==> config.mk <==
export PLATFORM = sky130hd
export DESIGN_NAME = instr_loader_flat
export DESIGN_NICKNAME = d
export VERILOG_FILES = /design/src/rtl/instr_loader_if.sv /design/src/rtl/instr_loader.sv /design/src/flat_wrapper.sv
export SDC_FILE = /design/constraint.sdc
export NUM_CORES = 1
export LEC_CHECK = 0
export ABC_AREA = 0
export CAP_MARGIN = 10
export CORE_MARGIN = 1
export CORE_UTILIZATION = 40
export CTS_CLUSTER_DIAMETER = 60
export DETAILED_ROUTE_END_ITERATION = 7
export HOLD_SLACK_MARGIN = 0.02
export PLACE_DENSITY = 0.64
export SLEW_MARGIN = 15
export SYNTH_ARGS = -nofsm -noshare
export SYNTH_HDL_FRONTEND = slang
export SYNTH_SLANG_ARGS = --single-unit
==> constraint.sdc <==
create_clock -name clk -period 3 [get_ports clk]
set_clock_uncertainty 0.2 [all_clocks]
set_input_delay 0.6 -clock clk [delete_from_list [all_inputs] [get_ports clk]]
set_output_delay 0.6 -clock clk [all_outputs]
set_load 0.01 [all_outputs]
==> src/rtl/instr_loader_if.sv <==
// Boot-loader bus: host byte stream in (start/valid/ready/data), instruction
// RAM byte-write port out, plus CPU-reset hold and load status levels.
interface instr_loader_if #(
  parameter int unsigned ADDRESS_WIDTH = 32,
  parameter int unsigned DATA_WIDTH    = 8
);
  logic                     start;
  logic                     in_valid;
  logic [DATA_WIDTH-1:0]    in_data;
  logic                     in_ready;
  logic                     mem_we;
  logic [ADDRESS_WIDTH-1:0] mem_wa;
  logic [DATA_WIDTH-1:0]    mem_wd;
  logic                     cpu_rst;
  logic                     busy;
  logic                     done;
  logic                     err;

  // host / boot controller side
  modport master (
    output start, in_valid, in_data,
    input  in_ready, mem_we, mem_wa, mem_wd, cpu_rst, busy, done, err
  );

  // loader side
  modport slave (
    input  start, in_valid, in_data,
    output in_ready, mem_we, mem_wa, mem_wd, cpu_rst, busy, done, err
  );
endinterface

==> src/rtl/instr_loader.sv <==
// instr_loader: boot-time writer for the byte-addressed instruction RAM.
// Stream format: 4-byte big-endian length, then <length> payload bytes that are
// written to BASE_ADDR upward (first byte at the lowest address). The CPU is
// held in reset until the whole image has been written.
// Optional feature macro CHECKSUM_EN: a trailer byte equal to the XOR of all
// payload bytes follows the payload; a mismatch rejects the image.
module instr_loader #(
  parameter int unsigned              ADDRESS_WIDTH = 32,
  parameter int unsigned              DATA_WIDTH    = 8,
  parameter logic [ADDRESS_WIDTH-1:0] BASE_ADDR     = 32'hBFC00000,
  parameter int unsigned              MEM_BYTES     = 4096
) (
  input logic           clk,
  input logic           rst,
  instr_loader_if.slave bus
);

  typedef enum logic [2:0] {
    S_IDLE,
    S_LEN,
    S_DATA,
    S_DONE,
    S_ERR
`ifdef CHECKSUM_EN
    , S_CHK
`endif
  } state_t;

  // Where the FSM goes once the payload (or an empty payload) is finished,
  // and whether the stream stays open for a trailer byte.
`ifdef CHECKSUM_EN
  localparam state_t PAYLOAD_END = S_CHK;
  localparam bit     END_ACTIVE  = 1'b1;
`else
  localparam state_t PAYLOAD_END = S_DONE;
  localparam bit     END_ACTIVE  = 1'b0;
`endif

  state_t          state;
  logic            active_q;   // high exactly in the stream-consuming states
  logic [31:0]     len_q;      // payload length, shifted in MSB-first
  logic [1:0]      len_cnt;    // length bytes received so far
  logic [31:0]     off_q;      // payload byte offset from BASE_ADDR
`ifdef CHECKSUM_EN
  logic [DATA_WIDTH-1:0] csum_q;
`endif

  logic        accept;
  logic [31:0] len_full;

  // in_ready/busy depend only on state, never on in_valid
  assign bus.in_ready = active_q;
  assign bus.busy     = active_q;
  assign accept       = bus.in_valid && active_q;
  // length value including the byte being accepted now
  assign len_full     = (len_q << DATA_WIDTH) | 32'(bus.in_data);

  // Loader FSM with registered outputs; writes appear one cycle after accept.
  always_ff @(posedge clk) begin
    if (rst) begin
      state       <= S_IDLE;
      active_q    <= 1'b0;
      bus.mem_we  <= 1'b0;
      bus.mem_wa  <= BASE_ADDR;
      bus.mem_wd  <= '0;
      bus.cpu_rst <= 1'b1;
      bus.done    <= 1'b0;
      bus.err     <= 1'b0;
      len_q       <= '0;
      len_cnt     <= '0;
      off_q       <= '0;
`ifdef CHECKSUM_EN
      csum_q      <= '0;
`endif
    end else begin
      bus.mem_we <= 1'b0;
      case (state)
        S_IDLE, S_DONE, S_ERR: begin
          if (bus.start) begin
            // (re)start: status cleared and CPU held in reset from the next cycle
            state       <= S_LEN;
            active_q    <= 1'b1;
            bus.done    <= 1'b0;
            bus.err     <= 1'b0;
            bus.cpu_rst <= 1'b1;
            len_q       <= '0;
            len_cnt     <= '0;
            off_q       <= '0;
`ifdef CHECKSUM_EN
            csum_q      <= '0;
`endif
          end else if (state == S_DONE) begin
            // release lands one cycle after DONE is entered, i.e. after the last write
            bus.done    <= 1'b1;
            bus.cpu_rst <= 1'b0;
          end
        end
        S_LEN: begin
          if (accept) begin
            len_q   <= len_full;
            len_cnt <= len_cnt + 2'd1;
            if (len_cnt == 2'd3) begin
              if (len_full > MEM_BYTES) begin
                state    <= S_ERR;
                active_q <= 1'b0;
                bus.err  <= 1'b1;
              end else if (len_full == 32'd0) begin
                state    <= PAYLOAD_END;
                active_q <= END_ACTIVE;
              end else begin
                state    <= S_DATA;
              end
            end
          end
        end
        S_DATA: begin
          if (accept) begin
            bus.mem_we <= 1'b1;
            bus.mem_wa <= BASE_ADDR + ADDRESS_WIDTH'(off_q);
            bus.mem_wd <= bus.in_data;
            off_q      <= off_q + 32'd1;
`ifdef CHECKSUM_EN
            csum_q     <= csum_q ^ bus.in_data;
`endif
            if (off_q == len_q - 32'd1) begin
              state    <= PAYLOAD_END;
              active_q <= END_ACTIVE;
            end
          end
        end
`ifdef CHECKSUM_EN
        S_CHK: begin
          if (accept) begin
            active_q <= 1'b0;
            if (bus.in_data == csum_q) begin
              state <= S_DONE;
            end else begin
              state   <= S_ERR;
              bus.err <= 1'b1;
            end
          end
        end
`endif
        default: begin
          state    <= S_IDLE;
          active_q <= 1'b0;
        end
      endcase
    end
  end

endmodule

==> src/flat_wrapper.sv <==
// flat-port wrapper written by rule: the top's interface ports become plain ports
module instr_loader_flat 
#(
  parameter int unsigned              ADDRESS_WIDTH = 32,
  parameter int unsigned              DATA_WIDTH    = 8,
  parameter logic [ADDRESS_WIDTH-1:0] BASE_ADDR     = 32'hBFC00000,
  parameter int unsigned              MEM_BYTES     = 4096
)
  (clk, rst, bus_start, bus_in_valid, bus_in_data, bus_in_ready, bus_mem_we, bus_mem_wa, bus_mem_wd, bus_cpu_rst, bus_busy, bus_done, bus_err);
  instr_loader_if #(.ADDRESS_WIDTH(ADDRESS_WIDTH), .DATA_WIDTH(DATA_WIDTH)) bus_i ();
  input logic clk;
  input logic rst;
  input wire logic [$bits(bus_i.start)-1:0] bus_start;
  input wire logic [$bits(bus_i.in_valid)-1:0] bus_in_valid;
  input wire logic [$bits(bus_i.in_data)-1:0] bus_in_data;
  output wire logic [$bits(bus_i.in_ready)-1:0] bus_in_ready;
  output wire logic [$bits(bus_i.mem_we)-1:0] bus_mem_we;
  output wire logic [$bits(bus_i.mem_wa)-1:0] bus_mem_wa;
  output wire logic [$bits(bus_i.mem_wd)-1:0] bus_mem_wd;
  output wire logic [$bits(bus_i.cpu_rst)-1:0] bus_cpu_rst;
  output wire logic [$bits(bus_i.busy)-1:0] bus_busy;
  output wire logic [$bits(bus_i.done)-1:0] bus_done;
  output wire logic [$bits(bus_i.err)-1:0] bus_err;
  assign bus_i.start = bus_start;
  assign bus_i.in_valid = bus_in_valid;
  assign bus_i.in_data = bus_in_data;
  assign bus_in_ready = bus_i.in_ready;
  assign bus_mem_we = bus_i.mem_we;
  assign bus_mem_wa = bus_i.mem_wa;
  assign bus_mem_wd = bus_i.mem_wd;
  assign bus_cpu_rst = bus_i.cpu_rst;
  assign bus_busy = bus_i.busy;
  assign bus_done = bus_i.done;
  assign bus_err = bus_i.err;
  instr_loader #(.ADDRESS_WIDTH(ADDRESS_WIDTH), .DATA_WIDTH(DATA_WIDTH), .BASE_ADDR(BASE_ADDR), .MEM_BYTES(MEM_BYTES)) u_core (.clk(clk), .rst(rst), .bus(bus_i));
endmodule
==> flow_metrics.tcl <==
set metrics [dict create \
    clk_pin_slew_worst_paths_ns 0.05 \
    slew_viol_final 0 \
    ios 58 \
    cts-buffers-inserted 17 \
    rsz0062_at_grt "true" \
    filler_cell_count 1435 \
    power.combinational.fraction_pct 37.2 \
    detail_route.wl_per_cell_um 15.6 \
    critPathKind "register to register" \
    number_of_nets_in_the_final_layout 944 \
    synth.ff_latch_count 114 \
    drive_gt1_share_pct 20.0 \
    wire_length_of_the_first_global_routing_pass_um 28800 \
    reg2reg_depth 11 \
    vias_per_cell 5.43 \
    synth-main-ff-cell "dfxtp_1" \
    syn_area_mm2 0.00622 \
    setup-violations-final 2 \
    mostFrequentLayoutCell "nand2_1" \
    synth_seq_area_share_pct 36.7 \
    worst_setup_path_startpoint "u_core.len_q[1]" \
    power.share.clock_pct 33.9 \
    track_usage_pct 22.9 \
    clk_latency_ns 0.42 \
    cts_root_buf "clkbuf_16" \
    routability_congestion_estimate 0.915 \
    worst_hold_startpoint "u_core.bus.mem_wa[2]" \
    first_global_vias 5658 \
    p_per_area_mw_per_mm2 691 \
    critical_path_end_type "register" \
    leakagePower_nw 3.23 \
    design.core.area_mm2 0.0152 \
    antenna_cells 0 \
    cp-start-kind "register" \
    post-synth-top-area-cell "dfxtp_1" \
    final_worst_path_cycle_share_pct 110 \
    num_rows 45 \
    most-common-layout-cells "144 x nand2_1, 115 x buf_4, 113 x dfxtp_1" \
    drt.antenna.violating_nets 0 \
    die_height_um 127 \
    ctsHtreeMaxLevel 4 \
    first_pass_iters 6 \
    yosysWarnings 0 \
    r2r_setup_slack_ns -0.30 \
    timing_worst_slew_pin_value_ns 0.507 \
    syn_nets 814 \
    worst_slew_margin_rel_pct 66.2 \
    async_reset_ff_share_pct 0 \
    min_delay_path_depth 2 \
    timing_hold_violations_final 0 \
    ir_drop_uv 474 \
    share_seq_of_total_power_pct 29.0 \
    hpwl_um 12500 \
    run_status "complete, but fails checks" \
    synthDominantCellAreaShare_pct 36.7 \
    cts_tree "done" \
    synth.lib_cells_used.distinct 68 \
    clkSinkCount 114 \
    starting_density_of_the_core_pct 40.9 \
    sw_frac_of_total_pct 33.6 \
    drv.max_cap_violation_count 0 \
    drt-total-wl_um 17500 \
    route.vias.total 6111 \
    p_sw_mw 1.92 \
    synth.area.top_cells "dfxtp_1 37%, nand2_1 8.7%, a21oi_1 6.8%" \
    grt_start_max_net_pins 51 \
    worstReg2RegEnd "u_core.state[0]" \
    worst-endpoint-required_ns 3.12 \
    hold_path_class "register to register" \
    worst_slack_ns -0.297 \
    die_w_um 127 \
    portBuffers 57 \
    global_route.overflow_total 0 \
    end_point_of_the_worst_hold_path "u_core.bus.mem_wa[2]" \
    drt_iter0_markers 493 \
    floorplan.die_area_mm2 0.0161 \
    flow.area_growth_from_synthesis_pct 33.2 \
    worst-endpoint-arrival_ns 3.42 \
    timing.critical_path.fanout_max 2 \
    launching_point_of_the_worst_reg2reg_path "u_core.len_q[1]" \
    final.hold.worst_slack_ns 0.250 \
    antenna_found_initial 0 \
    synth-edff-count 0 \
    avgSynthCellArea_um2 7.81 \
    number_of_buffers_on_the_longest_clock_path 2 \
    fmax_mhz 303 \
    post-route-util_pct 54.5 \
    postSynthCellCount 796 \
    violated_checks "setup timing" \
    fin_crit_ns 3.30 \
    internal_power_mw 3.80 \
    detail_route.drc_violations 0 \
]
## layout make-up
| class | count | area, um^2 | area share, % |
|---|---|---|---|
| flip-flops and latches | 114 | 2280 | 27.6 |
| well taps | 188 | 235 | 2.84 |
| clock buffers | 24 | 482 | 5.82 |
| inverters | 12 | 45.0 | 0.544 |
| repair buffers | 175 | 1470 | 17.8 |
| multi-input cells | 606 | 3690 | 44.5 |
| clock inverters | 6 | 80.1 | 0.967 |
## sequential cells by signal (all words and copies together), names as in the netlist
| register | flops |
|---|---|
| u_core.bus.mem_wa | 32 |
| u_core.len_q | 32 |
| u_core.off_q | 32 |
| u_core.bus.mem_wd | 8 |
| u_core.state | 3 |
| u_core.len_cnt | 2 |
| u_core.bus.busy | 1 |
| u_core.bus.cpu_rst | 1 |
| u_core.bus.done | 1 |
| u_core.bus.err | 1 |
| u_core.bus.mem_we | 1 |
## worst max-delay path by stage
stage	endpoint	slack, ns	cells past startpoint
global route	u_core.state[0]	-0.37	10
finish	u_core.state[0]	-0.30	11
CTS	u_core.state[0]	-0.26	10
global placement	u_core.state[0]	-0.21	9
floorplan	u_core.state[0]	-0.15	11
detailed placement	u_core.state[0]	-0.34	9
## cells in the mapped netlist (3+ instances only)
master and instances:
or4_4 3, nand4b_1 3, o21ai_0 13, or2_2 3, xnor2_1 29, and3_1 5, clkbuf_1 45, nand2b_1 4
ha_1 6, or4_1 7, nand3_1 53, nor2b_1 5, nand3b_1 6, buf_4 6, o211ai_1 10, nand2_1 144
dfxtp_1 114, a31oi_1 3, o22ai_1 3, a21oi_1 85, xor2_1 41, and2_1 6, nor3b_1 3, nor4_1 15
nor3_2 3, nor4_4 4, and4_1 4, nor2_1 57, a21o_1 3, nor3_1 18, a211oi_1 3, inv_1 12
or3_1 12, buf_6 5, buf_2 3, nand4_1 18
## power by group through the flow
| stage | Clock [mW] | Combinational, mW | Sequential, mW |
|---|---|---|---|
| after floorplan | 0 | 1.28 | 1.65 |
| after CTS | 1.98 | 2.03 | 1.65 |
| final | 1.94 | 2.13 | 1.66 |
| after global placement | 0 | 1.97 | 1.68 |
| after global routing | 2.05 | 2.32 | 1.67 |
| after detailed placement | 0 | 1.98 | 1.68 |
## critical path, cell delays in order (launching register included)
cell and delay, ns:
dfxtp_1 0.32, inv_2 0.08, ha_4 0.13, or3b_4 0.40, buf_6 0.14, nor4_4 0.32, o211ai_1 0.16, a22oi_2 0.27
nand3_1 0.10, or4_1 0.49, o31a_1 0.29, a2111oi_4 0.29
## cell families (layout without fill, tap and decap cells)
group,count (synthesis),count (layout),synth area share [%]
AOI/OAI and AO/OA,142,142,13.7
buffers and inverters,76,217,5.99
DFF,114,114,36.7
xor gates and xnor gates,70,70,9.86
and+or+nand+nor,388,388,32.5
adders and majority gates,6,6,1.21
## per-layer routing
metal | global-route usage [%] | share of wire (%) | vias to the layer above
met5 | 0 | 0 | -
met1 | 31.1 | 48 | 2853
met2 | 35.9 | 45 | 179
li1 | - | - | 3050
met3 | 5.36 | 6.3 | 29
met4 | 7.63 | 1.6 | 0
## through the flow
stage | setup WS, ns | instance area, um^2 | TNS [ns] | instances | power, mW
detailed placement | -0.337 | 7600 | -1.28 | 1092 | 3.67
floorplan | -0.155 | 6240 | -0.155 | 796 | 2.92
finish | -0.297 | 8280 | -0.350 | 1125 | 5.72
global placement | -0.214 | 7600 | -0.873 | 1092 | 3.65
CTS | -0.265 | 8200 | -0.265 | 1122 | 5.66
global route | -0.366 | 8280 | -0.543 | 1125 | 6.04
## timing repair
action / CTS / global route
endpoints found under the setup margin: 2 / 2
gates resized for setup: 5 / 13
pin swaps: 1 / 8
buffers inserted: 0 / 3
hold buffers: 0 / 0
Note: power is estimated with default switching activity, not from simulation.
